==> config.mk <==
export PLATFORM = sky130hd
export DESIGN_NAME = uart_pkt_sched
export DESIGN_NICKNAME = d
export VERILOG_FILES = /design/src/rtl/uart_pkt_pkg.sv /design/src/rtl/uart_pkt_sched_rr_arbiter.sv /design/src/rtl/uart_pkt_sched.sv
export SDC_FILE = /design/constraint.sdc
export NUM_CORES = 1
export LEC_CHECK = 0
export CAP_MARGIN = 20
export CORE_AREA = 2 2 91 93
export DETAILED_ROUTE_END_ITERATION = 12
export DIE_AREA = 0 0 93 95
export GPL_TIMING_DRIVEN = 1
export PLACE_DENSITY = 0.54
export SLEW_MARGIN = 30
export SYNTH_ARGS = -nofsm -noshare
export SYNTH_HDL_FRONTEND = slang
export SYNTH_HIERARCHICAL = 1
export SYNTH_SLANG_ARGS = --single-unit
==> constraint.sdc <==
create_clock -name clk -period 5.5 [get_ports clk]
set_input_delay 0.55 -clock clk [delete_from_list [all_inputs] [get_ports clk]]
set_output_delay 0.55 -clock clk [all_outputs]
set_load 0.05 [all_outputs]
==> src/rtl/uart_pkt_pkg.sv <==
// Shared types and constants for the UART packet scheduler.
package uart_pkt_pkg;

  typedef enum logic [1:0] {
    IDLE     = 2'd0,
    ISSUE    = 2'd1,
    WAIT_RDY = 2'd2
  } state_t;

  localparam int   SAMPLE_W = 10;
  localparam int   WORD_W   = 6;
  localparam int   PAY_W    = WORD_W - 1;
  localparam logic HDR_MARK = 1'b1;
  localparam int   N_WORDS  = 3;

endpackage

==> src/rtl/uart_pkt_sched_rr_arbiter.sv <==
// Combinational round-robin picker: first set req bit after ptr, wrapping.
module rr_arbiter #(
  parameter  int N  = 4,
  localparam int IW = (N > 1) ? $clog2(N) : 1
) (
  input  logic [N-1:0]  req,
  input  logic [IW-1:0] ptr,
  output logic [N-1:0]  grant,
  output logic [IW-1:0] idx,
  output logic          any
);

  // Scan from the farthest slot back to ptr+1 so the nearest hit wins.
  always_comb begin
    int c;
    idx = '0;
    any = 1'b0;
    c   = 0;
    for (int k = N; k >= 1; k--) begin
      c = (int'(ptr) + k) % N;
      if (req[IW'(c)]) begin
        any = 1'b1;
        idx = IW'(c);
      end
    end
    grant = any ? (N'(1) << idx) : '0;
  end

endmodule

==> src/rtl/uart_pkt_sched.sv <==
// Round-robin sample scheduler feeding a 6-bit-word UART as 3-word packets.
module uart_pkt_sched
  import uart_pkt_pkg::*;
#(
  parameter int N_CH        = 4,
  parameter int CH_W        = 4,
  parameter int TIMEOUT_CYC = 8192
) (
  input  logic                     clk,
  input  logic                     nrst,
  input  logic [N_CH-1:0]          req,
  input  logic [SAMPLE_W*N_CH-1:0] sample,
  output logic [N_CH-1:0]          ack,
  output logic                     uart_wreq,
  output logic [WORD_W-1:0]        uart_wdata,
  input  logic                     uart_rdy,
  output logic                     busy,
  output logic [CH_W-1:0]          last_ch,
  output logic                     err
);

  localparam int PTR_W = (N_CH > 1) ? $clog2(N_CH) : 1;
  localparam int CNT_W = (TIMEOUT_CYC > 2) ? $clog2(TIMEOUT_CYC) : 1;
  localparam logic [CNT_W-1:0] CNT_MAX = CNT_W'(TIMEOUT_CYC - 1);

  state_t              state, state_n;
  logic [PTR_W-1:0]    ptr, gidx;
  logic [N_CH-1:0]     grant;
  logic                any;
  logic [1:0]          idx;
  logic [CNT_W-1:0]    cnt;
  logic [SAMPLE_W-1:0] sq;
  logic [WORD_W-1:0]   word;
  logic                grant_en, word_done, tmo;
  logic [SAMPLE_W-1:0] smp [N_CH];

  for (genvar i = 0; i < N_CH; i++) begin : g_smp
    assign smp[i] = sample[SAMPLE_W*i +: SAMPLE_W];
  end

  rr_arbiter #(.N(N_CH)) u_arb (
    .req  (req),
    .ptr  (ptr),
    .grant(grant),
    .idx  (gidx),
    .any  (any)
  );

  always_ff @(posedge clk or negedge nrst) begin
    if (!nrst) state <= IDLE;
    else       state <= state_n;
  end

  // The first WAIT_RDY cycle (cnt==0) ignores rdy: the transmitter is still dropping it.
  always_comb begin
    state_n   = state;
    grant_en  = 1'b0;
    word_done = 1'b0;
    tmo       = 1'b0;
    case (state)
      IDLE: if (any) begin
        grant_en = 1'b1;
        state_n  = ISSUE;
      end
      ISSUE: if (uart_rdy) state_n = WAIT_RDY;
      WAIT_RDY: begin
        if (cnt != '0 && uart_rdy) begin
          word_done = 1'b1;
          state_n   = (idx == 2'(N_WORDS - 1)) ? IDLE : ISSUE;
        end else if (cnt == CNT_MAX) begin
          tmo     = 1'b1;
          state_n = IDLE;
        end
      end
      default: state_n = IDLE;
    endcase
  end

  always_ff @(posedge clk or negedge nrst) begin
    if (!nrst) begin
      ptr     <= PTR_W'(N_CH - 1);
      idx     <= '0;
      cnt     <= '0;
      ack     <= '0;
      err     <= 1'b0;
      last_ch <= '0;
      sq      <= '0;
    end else begin
      ack <= grant_en ? grant : '0;
      err <= tmo;
      if (grant_en) begin
        sq      <= smp[gidx];
        ptr     <= gidx;
        last_ch <= CH_W'(gidx);
        idx     <= '0;
      end
      if (state == ISSUE)         cnt <= '0;
      else if (state == WAIT_RDY) cnt <= cnt + CNT_W'(1);
      if (word_done && state_n == ISSUE) idx <= idx + 2'd1;
    end
  end

  always_comb begin
    word = '0;
    case (idx)
      2'd0:    word = {HDR_MARK, last_ch, 1'b0};
      2'd1:    word = {1'b0, sq[SAMPLE_W-1 -: PAY_W]};
      default: word = {1'b0, sq[PAY_W-1:0]};
    endcase
  end

  assign busy       = (state != IDLE);
  assign uart_wreq  = (state == ISSUE) && uart_rdy;
  assign uart_wdata = (state == ISSUE) ? word : '0;

endmodule
# Yosys cells after proc, flatten, opt, wreduce, memory -nomap -nowiden
# Cells that the tools add are included.
# word_totals
in_bits	47
wordCells	80
register_bits	36
output_inout_bits	17
# classes
bitwise_logic	1
muxes	44
shifts	1
addsub	6
reduce_logical	9
order_cmp	5
n_eq_ne	6
# ops
op	count
two-way mux 13 bit	2
binary-select mux 10 bit (select 2 bit)	1
two-way mux 1 bit	20
two-way mux 10 bit	2
two-way mux 2 bit	10
less-than comparator 2 x 4 -> 1 bit (second input constant)	4
adder 13 x 1 -> 13 bit (second input constant)	1
equality test 13 bit (second input constant)	1
nonzero test 13 bit	1
one-hot mux 6 bit (2 select lines)	1
binary-select mux 1 bit (select 2 bit)	4
two-way mux 4 bit	2
adder 2 x 1 -> 2 bit (second input constant)	3
equality test 2 x 1 -> 1 bit (second input constant)	3
two-way mux 6 bit	1
one-hot mux 2 bit (3 select lines)	1
nonzero test 2 bit	3
adder 2 bit (second input constant)	2
equality test 2 bit (second input constant)	2
zero test 2 bit	2
left shift 1 x 2 -> 4 bit (first input constant)	1
>= comparator 3 bit (second input constant)	1
logical AND 1 bit	3
inverter 2 -> 3 bit	1

# Logic depth before layout (Yosys ltp)
# depth
ltp_word	13
ltp_mapped	7
mapped_depth_nobuf	6

# Cells and area by module
# Netlist, hierarchy kept.
# modules_own_cells
mod	cells_per_inst	seq_area_each_um2	area_each_um2	n_inst
uart_pkt_sched	189	903.4	2089.5	1
rr_arbiter	32	0.0	219.0	1

# Worst setup path after synthesis
# No wires, ideal clock.
# synth_path
path_kind	input to register
from	input port req[3]
to	register sq[0]
setup_ps	125
t_required_ps	5375
arrival_time_ps	2176
n_path_buf	2
path_stages	6
path_slack_ps	3199
path_cell_list	buf_2 > a22oi_1 > o221ai_1 > buf_2 > mux4_2 > mux2_2
# synth_between
elab_chain_len	11
elab_cells_between_ends	26
cone_classes	mux (25); bitwise (1)
# synth_lines
item	line_no	text
start, declared	uart_pkt_sched.sv:11	input logic [N_CH-1:0] req,
binary-select mux 1 bit (select 2 bit)	uart_pkt_sched_rr_arbiter.sv:21	if (req[IW'(c)]) begin
two-way mux 1 bit (not written as such) (2 in a row)	uart_pkt_sched_rr_arbiter.sv:21	
two-way mux 2 bit (3 in a row)	uart_pkt_sched_rr_arbiter.sv:21	
two-way mux 2 bit *	uart_pkt_sched_rr_arbiter.sv:21	
net gidx[0]	uart_pkt_sched.sv:27	logic [PTR_W-1:0] ptr, gidx;
inverter 2 -> 3 bit (not written as such) *	uart_pkt_sched.sv:92	sq <= smp[gidx];
binary-select mux 10 bit (select 2 bit) *	uart_pkt_sched.sv:92	
two-way mux 10 bit (not written as such) * (2 in a row)	uart_pkt_sched.sv:92	
end signal, assigned	uart_pkt_sched.sv:92	
end, declared	uart_pkt_sched.sv:32	logic [SAMPLE_W-1:0] sq;
# The timed path passes the listed nets; every way through them passes the cells marked *. The select of a mux whose other input is x is not followed.
# A chain may end at the register's enable or synchronous reset.

# Worst setup path in the final report
# layout_path
from	register idx[1]
to	output port uart_wdata[0]
# layout_between
elab_chain_len	3
elab_cells_between_ends	4
cone_classes	eq/ne (1); mux (2); reduce/logical (1)
# layout_lines
item	line_no	text
start, declared	uart_pkt_sched.sv:30	logic [1:0] idx;
start signal, assigned	uart_pkt_sched.sv:99	if (word_done && state_n == ISSUE) idx <= idx + 2'd1;
equality test 2 x 1 -> 1 bit or zero test 2 bit (tied branches)	uart_pkt_sched.sv:105	case (idx)
one-hot mux 6 bit (2 select lines) *	uart_pkt_sched.sv:105	
two-way mux 6 bit *	uart_pkt_sched.sv:114	assign uart_wdata = (state == ISSUE) ? word : '0;
end, declared	uart_pkt_sched.sv:15	output logic [WORD_W-1:0] uart_wdata,
# Mark *: on every way between the ends. The rest lies on a longest branch, timed or not.

==> flow_metrics.env <==
export IMPL_place_congestion=0.773
export IMPL_place_area_um2=3000
export IMPL_yosys_area_top_type="dfrtp_1"
export IMPL_synth_area_leaders="dfrtp_1, mux4_2, ha_1"
export IMPL_firstDrtPassIters=4
export IMPL_fmax_mhz=334
export IMPL_min_period_ns=3.00
export IMPL_antenna_left=0
export IMPL_wirelength_um=5350
export IMPL_die_h_um=95
export IMPL_yosys_warnings=6
export IMPL_ys_ff_latch=36
export IMPL_postSynthCellCount=221
export IMPL_layout_nets=337
export IMPL_tightest_slew_ns=0.683
export IMPL_cts_resized=0
export IMPL_synth_top_area_share=0.369
export IMPL_reg2regPathDepth=5
export IMPL_min_period_over_period=0.545
export IMPL_start_util=0.291
export IMPL_ys_flop_type="dfrtp_1"
export IMPL_p_leak_nw=1.30
export IMPL_tritoncts="yes"
export IMPL_die_area_um2=8840
export IMPL_rsz0062_at_grt="false"
export IMPL_hold_viol_final=0
export IMPL_rows=33
export IMPL_drv_cap=0
export IMPL_antenna_found_initial=0
export IMPL_required_ns=4.95
export IMPL_clk_pin_slew_ns=0.07
export IMPL_synth_most_common_cell="dfrtp_1"
export IMPL_drc_errors=0
export IMPL_worst_slack_ns=2.50
export IMPL_grt_max_degree=37
export IMPL_crit_path_start_kind="flop"
export IMPL_critPathArrivalTime_ns=2.45
export IMPL_vias=1858
export IMPL_timing_hold_ws_ns=0.121
export IMPL_hold_path_class="input pin to asynchronous set/reset pin"
export IMPL_ys_async_sr_fraction=1.00
export IMPL_fin_util=0.394
export IMPL_syn_to_final_growth_pct=35.4
export IMPL_max_slew_margin=0.543
export IMPL_clk_path_buf_depth=2
export IMPL_setup_violations=0
export IMPL_clock_latency_ns=0.29
export IMPL_synthTopCellsByCount="dfrtp_1, nand2_1, nor2_1"
export IMPL_outcome="finished, final reports clean"
export IMPL_drive_above_1_share=0.153
export IMPL_dpl_hpwl_um=3880
export IMPL_cts_buffers=5
export IMPL_grt_pass1_vias=1792
export IMPL_root_buffer="clkbuf_8"
export IMPL_cts_sinks=36
export IMPL_slew_violations=0
export IMPL_core_area_um2=7930
export IMPL_finalClockSkew_ns=0.00317
export IMPL_diodes=0
export IMPL_die_w_um=93
export IMPL_end_kind="output port"
export IMPL_crit_fanout=6
export IMPL_power_density_nw_per_um2=449
export IMPL_dp_slack_ns=2.23
export IMPL_synth_area_um2=2310
export IMPL_ios=64
export IMPL_fin_tns_setup_ns=0
export IMPL_ff2ff_setup_slack_ns=3.07
export IMPL_grt_pass1_wl_um=8810
export IMPL_io_buffer_count=61
export IMPL_viasPerCell=4.81
export IMPL_grt_usage=0.127
export IMPL_critical_path_class="flop to output port"
export IMPL_peakVddDrop_uv=140
export IMPL_syn_area_per_cell_um2=10.4
export IMPL_synth_cell_types=52
export IMPL_design_area_um2=3130
export IMPL_synth_seq_area_share=0.391
export IMPL_wl_per_cell_um=13.8
export IMPL_h_tree_depth=2
export IMPL_synth_edf_count=0
export IMPL_drtIter0Drc=58
export IMPL_cts_hold_buffers_added=0
export IMPL_post_cts_setup_buffer_count=0
export IMPL_grt_overflow=0
==> placed cells by master (no fill, tap or decap), types with 2 or more instances in the layout <==
cell	count
a21oi_1	7
a22o_1	2
a22oi_1	6
and2_1	5
and3_1	6
and4_1	2
clkbuf_8	6
clkdlybuf4s50_1	60
clkinv_2	2
conb_1	2
dfrtp_1	34
dfstp_2	2
ha_1	10
inv_1	13
mux2_2	10
mux2i_1	3
mux4_2	10
nand2_1	21
nand2b_1	6
nand3_1	6
nand4_1	4
nor2_1	18
nor2b_1	2
o21a_1	2
o21ai_0	6
o22ai_1	2
or4_1	2
xnor2_1	2
xor2_1	6
==> cell families (layout without fill, tap and decap cells) <==
family	count (synthesis)	in the layout	share of synthesized area
and+or+nand+nor	80	80	0.187
AOI/OAI and AO/OA	38	38	0.127
DFF	36	36	0.391
buffers and inverters	25	84	0.0488
muxes	23	23	0.159
adders and majority gates	10	10	0.0542
xor gates and xnor gates	8	8	0.0304
other	1	2	0.00162
==> worst max-delay path: stages (launching register included) <==
cell and delay [ns]:
dfrtp_1 0.38, inv_1 0.08, ha_1 0.26, nor2_1 0.35, a22oi_1 0.13, nor2_1 0.13, clkdlybuf4s50_1 0.82
==> sequential cells by signal, summed over array words and instances, names as in the netlist <==
| name | count |
|---|---|
| ptr | 2 |
| idx | 2 |
| ack | 4 |
| err | 1 |
| sq | 10 |
| last_ch | 2 |
| state | 2 |
| cnt | 13 |
==> path summary, 6_finish.rpt <==
check | from | end
min in group clk | idx[0] | idx[0]
hold / removal | nrst | cnt[4]
max in group asynchronous | nrst | ptr[1]
setup reg to reg | ptr[1] | sq[4]
setup / recovery | idx[1] | uart_wdata[0]
hold reg to reg | idx[0] | idx[0]
==> stage by stage <==
step	power [W]	instances
6_report	0.00141	386
5_1_grt	0.00151	386
4_1_cts	0.00141	385
3_5_place_dp	0.00121	377
3_3_place_gp	0.00120	377
2_1_floorplan	0.000995	222
==> layout make-up <==
cell class | instances | area [µm²]
Clock buffer | 6 | 82.6
Clock inverter | 2 | 10.0
Fill cell | 776 | 4800
Inverter | 14 | 52.6
Multi-Input combinational cell | 161 | 1320
Sequential cell | 36 | 903
Tap cell | 105 | 131
Timing Repair Buffer | 62 | 626
==> report_power, final <==
group | switching, W | internal (W) | total (W)
Clock | 0.0000982 | 0.000100 | 0.000198
Sequential | 0.0000807 | 0.000355 | 0.000436
Combinational | 0.000427 | 0.000344 | 0.000771
Total | 0.000606 | 0.000799 | 0.00141
==> routing by layer <==
layer  part of all wire  track usage  vias to the layer above
li1                   -            -                      907
met2               0.47        0.207                       50
met4              0.010       0.0368                        0
met5                  0            0                        -
met1               0.46        0.165                      897
met3              0.059       0.0375                        4
Power figures use the tool's default switching activity.
